$ cat config.mk
export PLATFORM = sky130hd
export DESIGN_NAME = ram_port_arbiter_flat
export DESIGN_NICKNAME = d
export VERILOG_FILES = /design/src/rtl/ram_port_arbiter_pkg.sv /design/src/rtl/ram_port_arbiter_if.sv /design/src/rtl/ram_port_arbiter_rr_pick.sv /design/src/rtl/ram_port_arbiter.sv /design/src/flat_wrapper.sv
export SDC_FILE = /design/constraint.sdc
export NUM_CORES = 1
export LEC_CHECK = 0
export CORE_AREA = 4 4 157 159
export CTS_CLUSTER_DIAMETER = 80
export DETAILED_ROUTE_END_ITERATION = 10
export DIE_AREA = 0 0 161 163
export GPL_ROUTABILITY_DRIVEN = 1
export PLACE_DENSITY = 0.61
export SKIP_LAST_GASP = 1
export SYNTH_ARGS = -nofsm -noshare
export SYNTH_HDL_FRONTEND = slang
export SYNTH_SLANG_ARGS = --single-unit
$ cat constraint.sdc
create_clock -name clk -period 4.8 [get_ports clk]
set_clock_uncertainty 0.1 [all_clocks]
set_input_delay 0.96 -clock clk [delete_from_list [all_inputs] [get_ports clk]]
set_output_delay 0.96 -clock clk [all_outputs]
set_load 0.005 [all_outputs]
$ cat src/rtl/ram_port_arbiter_pkg.sv
// Shared constants, FSM encoding and width helper for the RAM port arbiter.
package ram_port_arbiter_pkg;

  localparam int DEF_DATA_W = 32;
  localparam int DEF_ADDR_W = 32;

  typedef enum logic {
    ARB_IDLE  = 1'b0,
    ARB_OWNED = 1'b1
  } arb_state_t;

  // Index width that never collapses to zero bits.
  function automatic int id_width(input int n);
    return (n > 1) ? $clog2(n) : 1;
  endfunction

endpackage

$ cat src/rtl/ram_port_arbiter_if.sv
// Cache-side and RAM-side bus of the arbiter; master is the arbiter's view.
interface ram_port_arbiter_if #(
  parameter int N_PORTS = 4,
  parameter int DATA_W  = ram_port_arbiter_pkg::DEF_DATA_W,
  parameter int ADDR_W  = ram_port_arbiter_pkg::DEF_ADDR_W
);
  logic [N_PORTS*DATA_W-1:0] c_data_w;
  logic [N_PORTS*ADDR_W-1:0] c_addr;
  logic [N_PORTS-1:0]        c_read;
  logic [N_PORTS-1:0]        c_write;
  logic [N_PORTS-1:0]        c_atomic;
  logic [N_PORTS-1:0]        c_wait;
  logic [DATA_W-1:0]         c_data_r;
  logic [DATA_W-1:0]         ram_data_w;
  logic [ADDR_W-1:0]         ram_addr;
  logic                      ram_read;
  logic                      ram_write;
  logic                      ram_atomic;
  logic                      ram_wait;
  logic [DATA_W-1:0]         ram_data_r;

  modport master (
    input  c_data_w, c_addr, c_read, c_write, c_atomic, ram_wait, ram_data_r,
    output c_wait, c_data_r, ram_data_w, ram_addr, ram_read, ram_write, ram_atomic
  );

  modport slave (
    output c_data_w, c_addr, c_read, c_write, c_atomic, ram_wait, ram_data_r,
    input  c_wait, c_data_r, ram_data_w, ram_addr, ram_read, ram_write, ram_atomic
  );
endinterface

$ cat src/rtl/ram_port_arbiter_rr_pick.sv
// Combinational round-robin selector: first requester after last_grant, wrapping.
module rr_pick
  import ram_port_arbiter_pkg::*;
#(
  parameter int N_PORTS = 4,
  localparam int ID_W   = id_width(N_PORTS)
) (
  input  logic [N_PORTS-1:0] req,
  input  logic [ID_W-1:0]    last_grant,
  output logic [ID_W-1:0]    winner,
  output logic               any_req
);

  logic [ID_W-1:0]    cand [N_PORTS];
  logic [N_PORTS-1:0] hit;

  // cand[i] is the port at rotation distance i+1 from the previous owner.
  generate
    for (genvar gi = 0; gi < N_PORTS; gi++) begin : g_rot
      assign cand[gi] = ID_W'((int'(last_grant) + gi + 1) % N_PORTS);
      assign hit[gi]  = req[cand[gi]];
    end
  endgenerate

  always_comb begin
    winner = '0;
    for (int i = N_PORTS - 1; i >= 0; i--) begin
      if (hit[i]) winner = cand[i];
    end
  end

  assign any_req = |req;

endmodule

$ cat src/rtl/ram_port_arbiter.sv
// Shares one RAM port among N_PORTS caches; round-robin, grant held for a whole burst/atomic.
module ram_port_arbiter
  import ram_port_arbiter_pkg::*;
#(
  parameter int N_PORTS    = 4,
  parameter int DATA_W     = DEF_DATA_W,
  parameter int ADDR_W     = DEF_ADDR_W,
  parameter int HOLD_LIMIT = 1024,
  localparam int ID_W      = id_width(N_PORTS)
) (
  input  logic               clk,
  input  logic               reset_n,
  ram_port_arbiter_if.master bus,
  output logic [ID_W-1:0]    grant_id,
  output logic               busy,
  output logic               timeout_err
);

  localparam int CNT_W = $clog2(HOLD_LIMIT + 1);

  arb_state_t         state_reg, state_next;
  logic [ID_W-1:0]    grant_id_reg, last_grant_reg, winner;
  logic [CNT_W-1:0]   hold_cnt_reg, hold_cnt_next;
  logic               timeout_err_reg, any_req, owner_req;
  logic [N_PORTS-1:0] req, c_wait_vec;
  logic [DATA_W-1:0]  data_w_arr [N_PORTS];
  logic [ADDR_W-1:0]  addr_arr [N_PORTS];

  generate
    for (genvar gi = 0; gi < N_PORTS; gi++) begin : g_port
      assign req[gi]        = bus.c_read[gi] | bus.c_write[gi] | bus.c_atomic[gi];
      assign data_w_arr[gi] = bus.c_data_w[gi*DATA_W +: DATA_W];
      assign addr_arr[gi]   = bus.c_addr[gi*ADDR_W +: ADDR_W];
      // Only the owner sees the RAM stall; everyone else stalls on its own request.
      assign c_wait_vec[gi] = (state_reg == ARB_OWNED && grant_id_reg == ID_W'(gi))
                              ? bus.ram_wait : req[gi];
    end
  endgenerate

  rr_pick #(.N_PORTS(N_PORTS)) u_rr_pick (
    .req        (req),
    .last_grant (last_grant_reg),
    .winner     (winner),
    .any_req    (any_req)
  );

  assign owner_req     = req[grant_id_reg];
  assign hold_cnt_next = (hold_cnt_reg == CNT_W'(HOLD_LIMIT)) ? hold_cnt_reg
                                                              : hold_cnt_reg + 1'b1;

  always_ff @(posedge clk or negedge reset_n) begin
    if (!reset_n) state_reg <= ARB_IDLE;
    else          state_reg <= state_next;
  end

  // Release always passes through IDLE, so a new winner is never picked on the release edge.
  always_comb begin
    state_next = state_reg;
    case (state_reg)
      ARB_IDLE:  if (any_req)    state_next = ARB_OWNED;
      ARB_OWNED: if (!owner_req) state_next = ARB_IDLE;
      default:                   state_next = ARB_IDLE;
    endcase
  end

  always_ff @(posedge clk or negedge reset_n) begin
    if (!reset_n) begin
      grant_id_reg    <= '0;
      last_grant_reg  <= ID_W'(N_PORTS - 1);
      hold_cnt_reg    <= '0;
      timeout_err_reg <= 1'b0;
    end else begin
      case (state_reg)
        ARB_IDLE: begin
          if (any_req) begin
            grant_id_reg   <= winner;
            last_grant_reg <= winner;
            hold_cnt_reg   <= '0;
          end
        end
        ARB_OWNED: begin
          hold_cnt_reg <= hold_cnt_next;
          if (hold_cnt_next == CNT_W'(HOLD_LIMIT)) timeout_err_reg <= 1'b1;
        end
        default: ;
      endcase
    end
  end

  always_comb begin
    bus.ram_read   = 1'b0;
    bus.ram_write  = 1'b0;
    bus.ram_atomic = 1'b0;
    bus.ram_addr   = '0;
    bus.ram_data_w = '0;
    if (state_reg == ARB_OWNED) begin
      bus.ram_read   = bus.c_read[grant_id_reg];
      bus.ram_write  = bus.c_write[grant_id_reg];
      bus.ram_atomic = bus.c_atomic[grant_id_reg];
      bus.ram_addr   = addr_arr[grant_id_reg];
      bus.ram_data_w = data_w_arr[grant_id_reg];
    end
  end

  assign bus.c_wait   = c_wait_vec;
  assign bus.c_data_r = bus.ram_data_r;
  assign busy         = (state_reg == ARB_OWNED);
  assign grant_id     = grant_id_reg;
  assign timeout_err  = timeout_err_reg;

endmodule

$ cat src/flat_wrapper.sv
// flat-port wrapper written by rule: the top's interface ports become plain ports
module ram_port_arbiter_flat import ram_port_arbiter_pkg::*;
#(
  parameter int N_PORTS    = 4,
  parameter int DATA_W     = DEF_DATA_W,
  parameter int ADDR_W     = DEF_ADDR_W,
  parameter int HOLD_LIMIT = 1024,
  localparam int ID_W      = id_width(N_PORTS)
)
  (clk, reset_n, grant_id, busy, timeout_err, bus_c_data_w, bus_c_addr, bus_c_read, bus_c_write, bus_c_atomic, bus_ram_wait, bus_ram_data_r, bus_c_wait, bus_c_data_r, bus_ram_data_w, bus_ram_addr, bus_ram_read, bus_ram_write, bus_ram_atomic);
  ram_port_arbiter_if #(.N_PORTS(N_PORTS), .DATA_W(DATA_W), .ADDR_W(ADDR_W)) bus_i ();
  input  logic clk;
  input  logic reset_n;
  output logic [ID_W-1:0] grant_id;
  output logic busy;
  output logic timeout_err;
  input wire logic [$bits(bus_i.c_data_w)-1:0] bus_c_data_w;
  input wire logic [$bits(bus_i.c_addr)-1:0] bus_c_addr;
  input wire logic [$bits(bus_i.c_read)-1:0] bus_c_read;
  input wire logic [$bits(bus_i.c_write)-1:0] bus_c_write;
  input wire logic [$bits(bus_i.c_atomic)-1:0] bus_c_atomic;
  input wire logic [$bits(bus_i.ram_wait)-1:0] bus_ram_wait;
  input wire logic [$bits(bus_i.ram_data_r)-1:0] bus_ram_data_r;
  output wire logic [$bits(bus_i.c_wait)-1:0] bus_c_wait;
  output wire logic [$bits(bus_i.c_data_r)-1:0] bus_c_data_r;
  output wire logic [$bits(bus_i.ram_data_w)-1:0] bus_ram_data_w;
  output wire logic [$bits(bus_i.ram_addr)-1:0] bus_ram_addr;
  output wire logic [$bits(bus_i.ram_read)-1:0] bus_ram_read;
  output wire logic [$bits(bus_i.ram_write)-1:0] bus_ram_write;
  output wire logic [$bits(bus_i.ram_atomic)-1:0] bus_ram_atomic;
  assign bus_i.c_data_w = bus_c_data_w;
  assign bus_i.c_addr = bus_c_addr;
  assign bus_i.c_read = bus_c_read;
  assign bus_i.c_write = bus_c_write;
  assign bus_i.c_atomic = bus_c_atomic;
  assign bus_i.ram_wait = bus_ram_wait;
  assign bus_i.ram_data_r = bus_ram_data_r;
  assign bus_c_wait = bus_i.c_wait;
  assign bus_c_data_r = bus_i.c_data_r;
  assign bus_ram_data_w = bus_i.ram_data_w;
  assign bus_ram_addr = bus_i.ram_addr;
  assign bus_ram_read = bus_i.ram_read;
  assign bus_ram_write = bus_i.ram_write;
  assign bus_ram_atomic = bus_i.ram_atomic;
  ram_port_arbiter #(.N_PORTS(N_PORTS), .DATA_W(DATA_W), .ADDR_W(ADDR_W), .HOLD_LIMIT(HOLD_LIMIT)) u_core (.clk(clk), .reset_n(reset_n), .bus(bus_i), .grant_id(grant_id), .busy(busy), .timeout_err(timeout_err));
endmodule
Word-level counts from Yosys, hierarchy flattened

Cells that the tools add are included.

Register bits: 17
Output and inout bits: 107

Add/subtract/negate cells: 7
Order comparisons: 6
Equality and inequality tests: 6
Multiplexer cells: 41
Bitwise operators: 10
Reduce and logical (&&, ||, !) cells: 8

Operators with widths:

| cell                    | number |
|---|---|
| $mux W32                | 6 |
| $bmux W32 S2            | 2 |
| $eq A11 B11 Y1 const B  | 2 |
| $mux W11                | 2 |
| $pmux W11 S2            | 1 |
| $mux W1                 | 17 |
| $bmux W1 S2             | 8 |
| $lt A2 B3 Y1 const B    | 5 |
| $add A11 B1 Y11 const B | 1 |
| $add A2 B1 Y2 const B   | 4 |
| $mux W2                 | 4 |
| $or A1 B1 Y1            | 8 |
| $add A2 B2 Y2 const B   | 2 |
| $eq A2 B2 Y1 const B    | 2 |
| $logic_and A1 B1 Y1     | 4 |
| $reduce_and A2 Y1       | 2 |
| $reduce_or A4 Y1        | 1 |
| $ge A3 B3 Y1 const B    | 1 |
| $not A2 Y3              | 1 |
| $eq A2 B1 Y1 const B    | 1 |
| $logic_not A2 Y1        | 1 |
| $ne A2 B1 Y1 const B    | 1 |
| $pmux W1 S2             | 1 |
| $not A1 Y1              | 1 |

Logic depth before layout (Yosys ltp)

Depth after elaboration: 8
Depth in mapped cells: 7
Mapped depth without buffers: 7

By module

From an unflattened synthesis, not the netlist that was laid out.

Cells, all modules: 333
Area, all modules: 3507.1 um2

By module, submodules not included:

| module           | instances | cells each | area each (um2) |
|---|---|---|---|
| ram_port_arbiter | 1         | 319        | 3423.3 |
| rr_pick          | 1         | 14         | 83.8 |

Worst setup path before layout

No wires, ideal clock.

Path type: reg-to-output
Start point: reg u_core.grant_id_reg[0], in the netlist u_core.grant_id[0]
End point: out bus_ram_addr[0]
Arrival: 1.751 ns
Data required time: 3.740 ns
Path slack: 1.989 ns
Stages on the path, launching flop included: 5
Cells stage by stage: dfrtp_1 > clkbuf_1 > buf_2 > mux4_2 > and2_1

Word-level cells in the longest chain between the ends: 5

Ends and longest elaborated chain:

| item                                         | line                    | source |
|---|---|---|
| start: declaration                           | ram_port_arbiter.sv:22  | `logic [ID_W-1:0] grant_id_reg, last_grant_reg, winner;` |
| start signal: assignment                     | ram_port_arbiter.sv:76  | `grant_id_reg <= winner;` |
| $not A2 Y3 (implied by the code)             | ram_port_arbiter.sv:100 | `bus.ram_addr = addr_arr[grant_id_reg];` |
| $bmux W32 S2                                 | ram_port_arbiter.sv:100 |  |
| $mux W32 (implied by the code) (2 in series) | ram_port_arbiter.sv:100 |  |
| $mux W32                                     | ram_port_arbiter.sv:96  | `if (state_reg == ARB_OWNED) begin` |
| end: declaration                             | flat_wrapper.sv:27      | `output wire logic [$bits(bus_i.ram_addr)-1:0] bus_ram_addr;` |

Every way passes these cells. The select of a mux whose other input is x is not followed.

Worst setup path after layout

Start point: in bus_c_write[2]
End point: out bus_c_wait[2]

Word-level cells in the longest chain between the ends: 3

Ends and longest elaborated chain:

| item                       | line                   | source |
|---|---|---|
| start: declaration         | flat_wrapper.sv:20     | `input wire logic [$bits(bus_i.c_write)-1:0] bus_c_write;` |
| $or A1 B1 Y1 (2 in series) | ram_port_arbiter.sv:31 | `assign req[gi] = bus.c_read[gi] \| bus.c_write[gi] \| bus.c_atomic[gi];` |
| $mux W1                    | ram_port_arbiter.sv:36 | `? bus.ram_wait : req[gi];` |
| end: declaration           | flat_wrapper.sv:24     | `output wire logic [$bits(bus_i.c_wait)-1:0] bus_c_wait;` |

Every way passes these cells.

==> impl.org <==
** Run status
- Status :: complete, no violations

** Pwr
- Leakage power summed over all cells :: about 2.4 nW
- Tot Pwr :: 2.79 mW
- P per Cell Area :: between 300 and 400 nW/um^2
- The worst-case IR drop observed on VDD is 0.174 mV.

** GRT
- Across every metal layer, demand over resource in global routing totals 0.120.
- Global Route met2 Usage :: 0.220
- GR met3 Demand/Resource :: 0.0400
- Number of global-route vias before repair :: around 4,200
- The initial antenna violation count came to 1.
- Leftover overflow at the end of global routing :: 0
- GRT busiest layer :: met2
- The first global-routing pass estimated ~25 mm of wire.
- Largest net degree at the start of global routing :: 66
- For this run, global-route usage on met1 was measured as 0.143.

** Clocking
- Count of H-tree levels built during CTS :: 1
- In this run, CTS created clock tree buffers numbering 3.
- The clock passes through at most 2 buffers.
- Clock slew at reported path FFs :: 0.05 ns
- Root buffer selected by CTS :: sky130_fd_sc_hd__clkbuf_16
- For this design, the CTS-stage hold fixing added 0 buffers.
- CTS tree :: yes
- Clock latency on the worst-skew pair :: 0.25 ns
- In this run the post-CTS setup repair buffer count came out at 0.
- Clock sink total :: 17
- Post-cts resize count :: 0

** Synth
- In the synthesized netlist, the number of instances is 329.
- Proportion of synthesized chip area in sequential cells :: 0.125
- Most common flop cell mapped by yosys :: sky130_fd_sc_hd__dfrtp_1
- Combined area of all synthesized cells :: 3420 sq um
- The number of nets handed over by synthesis was ~630.
- EDFF count, synth :: 0
- A synthesized cell averages 10.4 sq um.
- Of the total synthesized cell area, the portion taken by AND, OR, NAND and NOR gates is 0.218.
- During synthesis, Yosys emitted a total of 0 warnings.
- Post-synthesis share of cell area spent on full adders, half adders and majority gates :: 0.00731
- Measured against the total synthesized area, the mux share comes to 0.457.
- Dominant combinational cell family by area after synthesis :: multiplexers
- Area share of xor/xnor cells in the synthesized design :: 0.00256
- For this run, asynchronously set or reset flops after synthesis account for 1.00.
- The synthesized netlist contains 43 unique library cells.
- The share of the synthesized area in compound gates (AO/OA/AOI/OAI) was 0.0782.
- Synthesis inferred 17 register bits.

** Setup path
- Crit path capture type :: output pin
- The critical path is of the in -> out type.
- WP data required :: about 3.7 ns
- Measured in cells, the most critical reg-to-reg path has a length of 7.
- CP Max Fanout :: 3
- The worst setup path is launched from an input port.
- Data on the critical path arrives at its endpoint at 2.66 ns.

** Placed design
- At the end of routability-driven placement, the weighted congestion stood at 0.796.
- Count of input and output buffers :: 345
- After detailed placement, the total cell area comes to 6970 sq um.
- Detailed placement ended at an HPWL of roughly 15 mm.
- Post-Place Worst Slack :: approximately 1.0 ns

** Layout
- Fraction of layout instances using a drive strength above 1 :: 0.143
- Leaving out fill and tap cells, the most frequent cells in the layout are 345 x sky130_fd_sc_hd__clkdlybuf4s50_1, 69 x sky130_fd_sc_hd__and2_1, 68 x sky130_fd_sc_hd__mux4_2, 21 x sky130_fd_sc_hd__o21ai_0, 19 x sky130_fd_sc_hd__nand2_1.
- Leading cell type in the layout, fill and taps excluded :: sky130_fd_sc_hd__clkdlybuf4s50_1
- 0 antenna diodes ended up in the layout.
- Flip-flop count of the largest register, all copies and words added :: 11
- Finished Core Util :: 0.303
- Layout Area Growth over Synthesis :: 106%
- Layout net count :: 928
- The finished cells cover 7050 sq um.

** Floorplan
- The die is 161 microns wide.
- Site row count :: 56
- Total I/O pin count :: 410
- The die covers 26,200 sq um.
- The floorplan step set the die height to 163 microns.
- The core region is 23,300 sq um.
- Initial Util :: 0.147

** STA
- Final critical-path required period :: between 3 and 4 ns
- Hold Fails Final Rpt :: 0
- RSZ-0062 raised after global routing :: no
- Setup total negative slack on the finished layout was measured at 0 ns.
- Post-route setup slack :: 1.08 ns
- Based on the critical path, the design can be clocked at up to 269 MHz.
- Number of max-slew violations in the final report :: 0
- Measured against its own limit, the worst slew margin works out to 0.387.
- For the pin with the worst max-slew slack, the measured transition is between 0.9 and 1 ns.
- Of the available clock period, the critical path in the final layout requires 0.775.
- Setup violations remaining at the end of the flow were counted as 0.

** Route
- After detailed routing, the average wire length per cell comes to 18.4 microns.
- Count of unresolved DRC violations after routing :: 0
- Number of antenna-violating nets in the routed design :: 0
- The detailed router finished its first iteration with 185 violations.
- The first detailed-routing pass took 4 iterations.
- After detailed routing, the total wire length is 17.3 mm.
- For this block, the via count after detailed routing is approximately 3,900.
- Number of vias per cell :: 4.16

** Worst hold path
- Min-Delay Path Class :: reg -> reg
- Along the worst hold path, the cell count comes to 1.

** Run
- The tool flagged a number of max-cap violations equal to 0.
path summary, 6_finish.rpt:
check | start | to | slack, ns
worst max-delay path | bus_c_write[2] | bus_c_wait[2] | 1.08
worst min-delay path | u_core.timeout_err | u_core.timeout_err | 0.37
worst max register to register | u_core.hold_cnt_reg[0] | u_core.timeout_err | 2.41
worst min register to register | u_core.timeout_err | u_core.timeout_err | 0.37
max in group asynchronous | reset_n | u_core.grant_id[0] | 2.94
min in group asynchronous | reset_n | u_core.grant_id[1] | 1.07
Yosys cell counts, types with 2 or more instances:
library cell	count	area [sq um]
sky130_fd_sc_hd__o22ai_1	2	12.5
sky130_fd_sc_hd__a21oi_1	2	10.0
sky130_fd_sc_hd__o31ai_1	4	30.0
sky130_fd_sc_hd__or4_1	3	22.5
sky130_fd_sc_hd__nor2_1	11	41.3
sky130_fd_sc_hd__dfstp_2	2	52.6
sky130_fd_sc_hd__o21ai_0	21	105
sky130_fd_sc_hd__mux4_2	68	1530
sky130_fd_sc_hd__buf_2	8	40.0
sky130_fd_sc_hd__inv_1	7	26.3
sky130_fd_sc_hd__dfrtp_1	15	375
sky130_fd_sc_hd__or3_1	5	31.3
sky130_fd_sc_hd__ha_1	2	25.0
sky130_fd_sc_hd__nor3_1	6	30.0
sky130_fd_sc_hd__nand2_1	19	71.3
sky130_fd_sc_hd__buf_4	32	240
sky130_fd_sc_hd__nand3_1	7	35.0
sky130_fd_sc_hd__mux2_2	3	33.8
sky130_fd_sc_hd__and2_1	69	432
sky130_fd_sc_hd__nand2b_1	2	12.5
sky130_fd_sc_hd__clkbuf_1	19	71.3
power by group:
group / internal, mW / total, mW / switching [mW] / leakage [nW]
logic: 1.50 / 2.19 / 0.693 / 2.17
registers: 0.188 / 0.422 / 0.235 / 0.216
clock network: 0.112 / 0.173 / 0.0610 / 0.0409
metal layers:
metal	part of all wire	up-vias	routed length, microns
met2	0.52	220	8990
met5	0.00063	-	11
li1	-	1818	-
met1	0.38	1868	6570
met3	0.098	11	1700
met4	0.0045	2	78
area by class of cell:
cell class	count	area, sq um
Sequential cell	17	437
Timing Repair Buffer	349	3500
Fill cell	2487	16200
Multi-Input combinational cell	245	2610
Clock inverter	1	5.00
Tap cell	319	399
Inverter	7	26.3
Clock buffer	3	75.1
worst max-delay path, cell delays in order:
cell and delay, ns:
sky130_fd_sc_hd__clkdlybuf4s50_1 0.44, sky130_fd_sc_hd__nor3_1 0.39, sky130_fd_sc_hd__o21ai_0 0.15, sky130_fd_sc_hd__o31a_1 0.13
sky130_fd_sc_hd__clkdlybuf4s50_1 0.58
cells by family (layout without fill, tap and decap cells):
group,Yosys count,in the layout
and+or+nand+nor,129,129
muxes,71,71
buffers and inverters,67,360
AOI/OAI and AO/OA,42,42
DFF,17,17
adders and majority gates,2,2
xor gates and xnor gates,1,1
per-stage QoR:
| step | std cells | hold WS (ns) |
|---|---|---|
| 2_1_floorplan | 329 | 0.361 |
| 6_report | 941 | 0.365 |
| 3_3_place_gp | 937 | 0.356 |
| 5_1_grt | 941 | 0.391 |
| 3_5_place_dp | 937 | 0.362 |
| 4_1_cts | 941 | 0.373 |
Power figures use the tool's default switching activity.
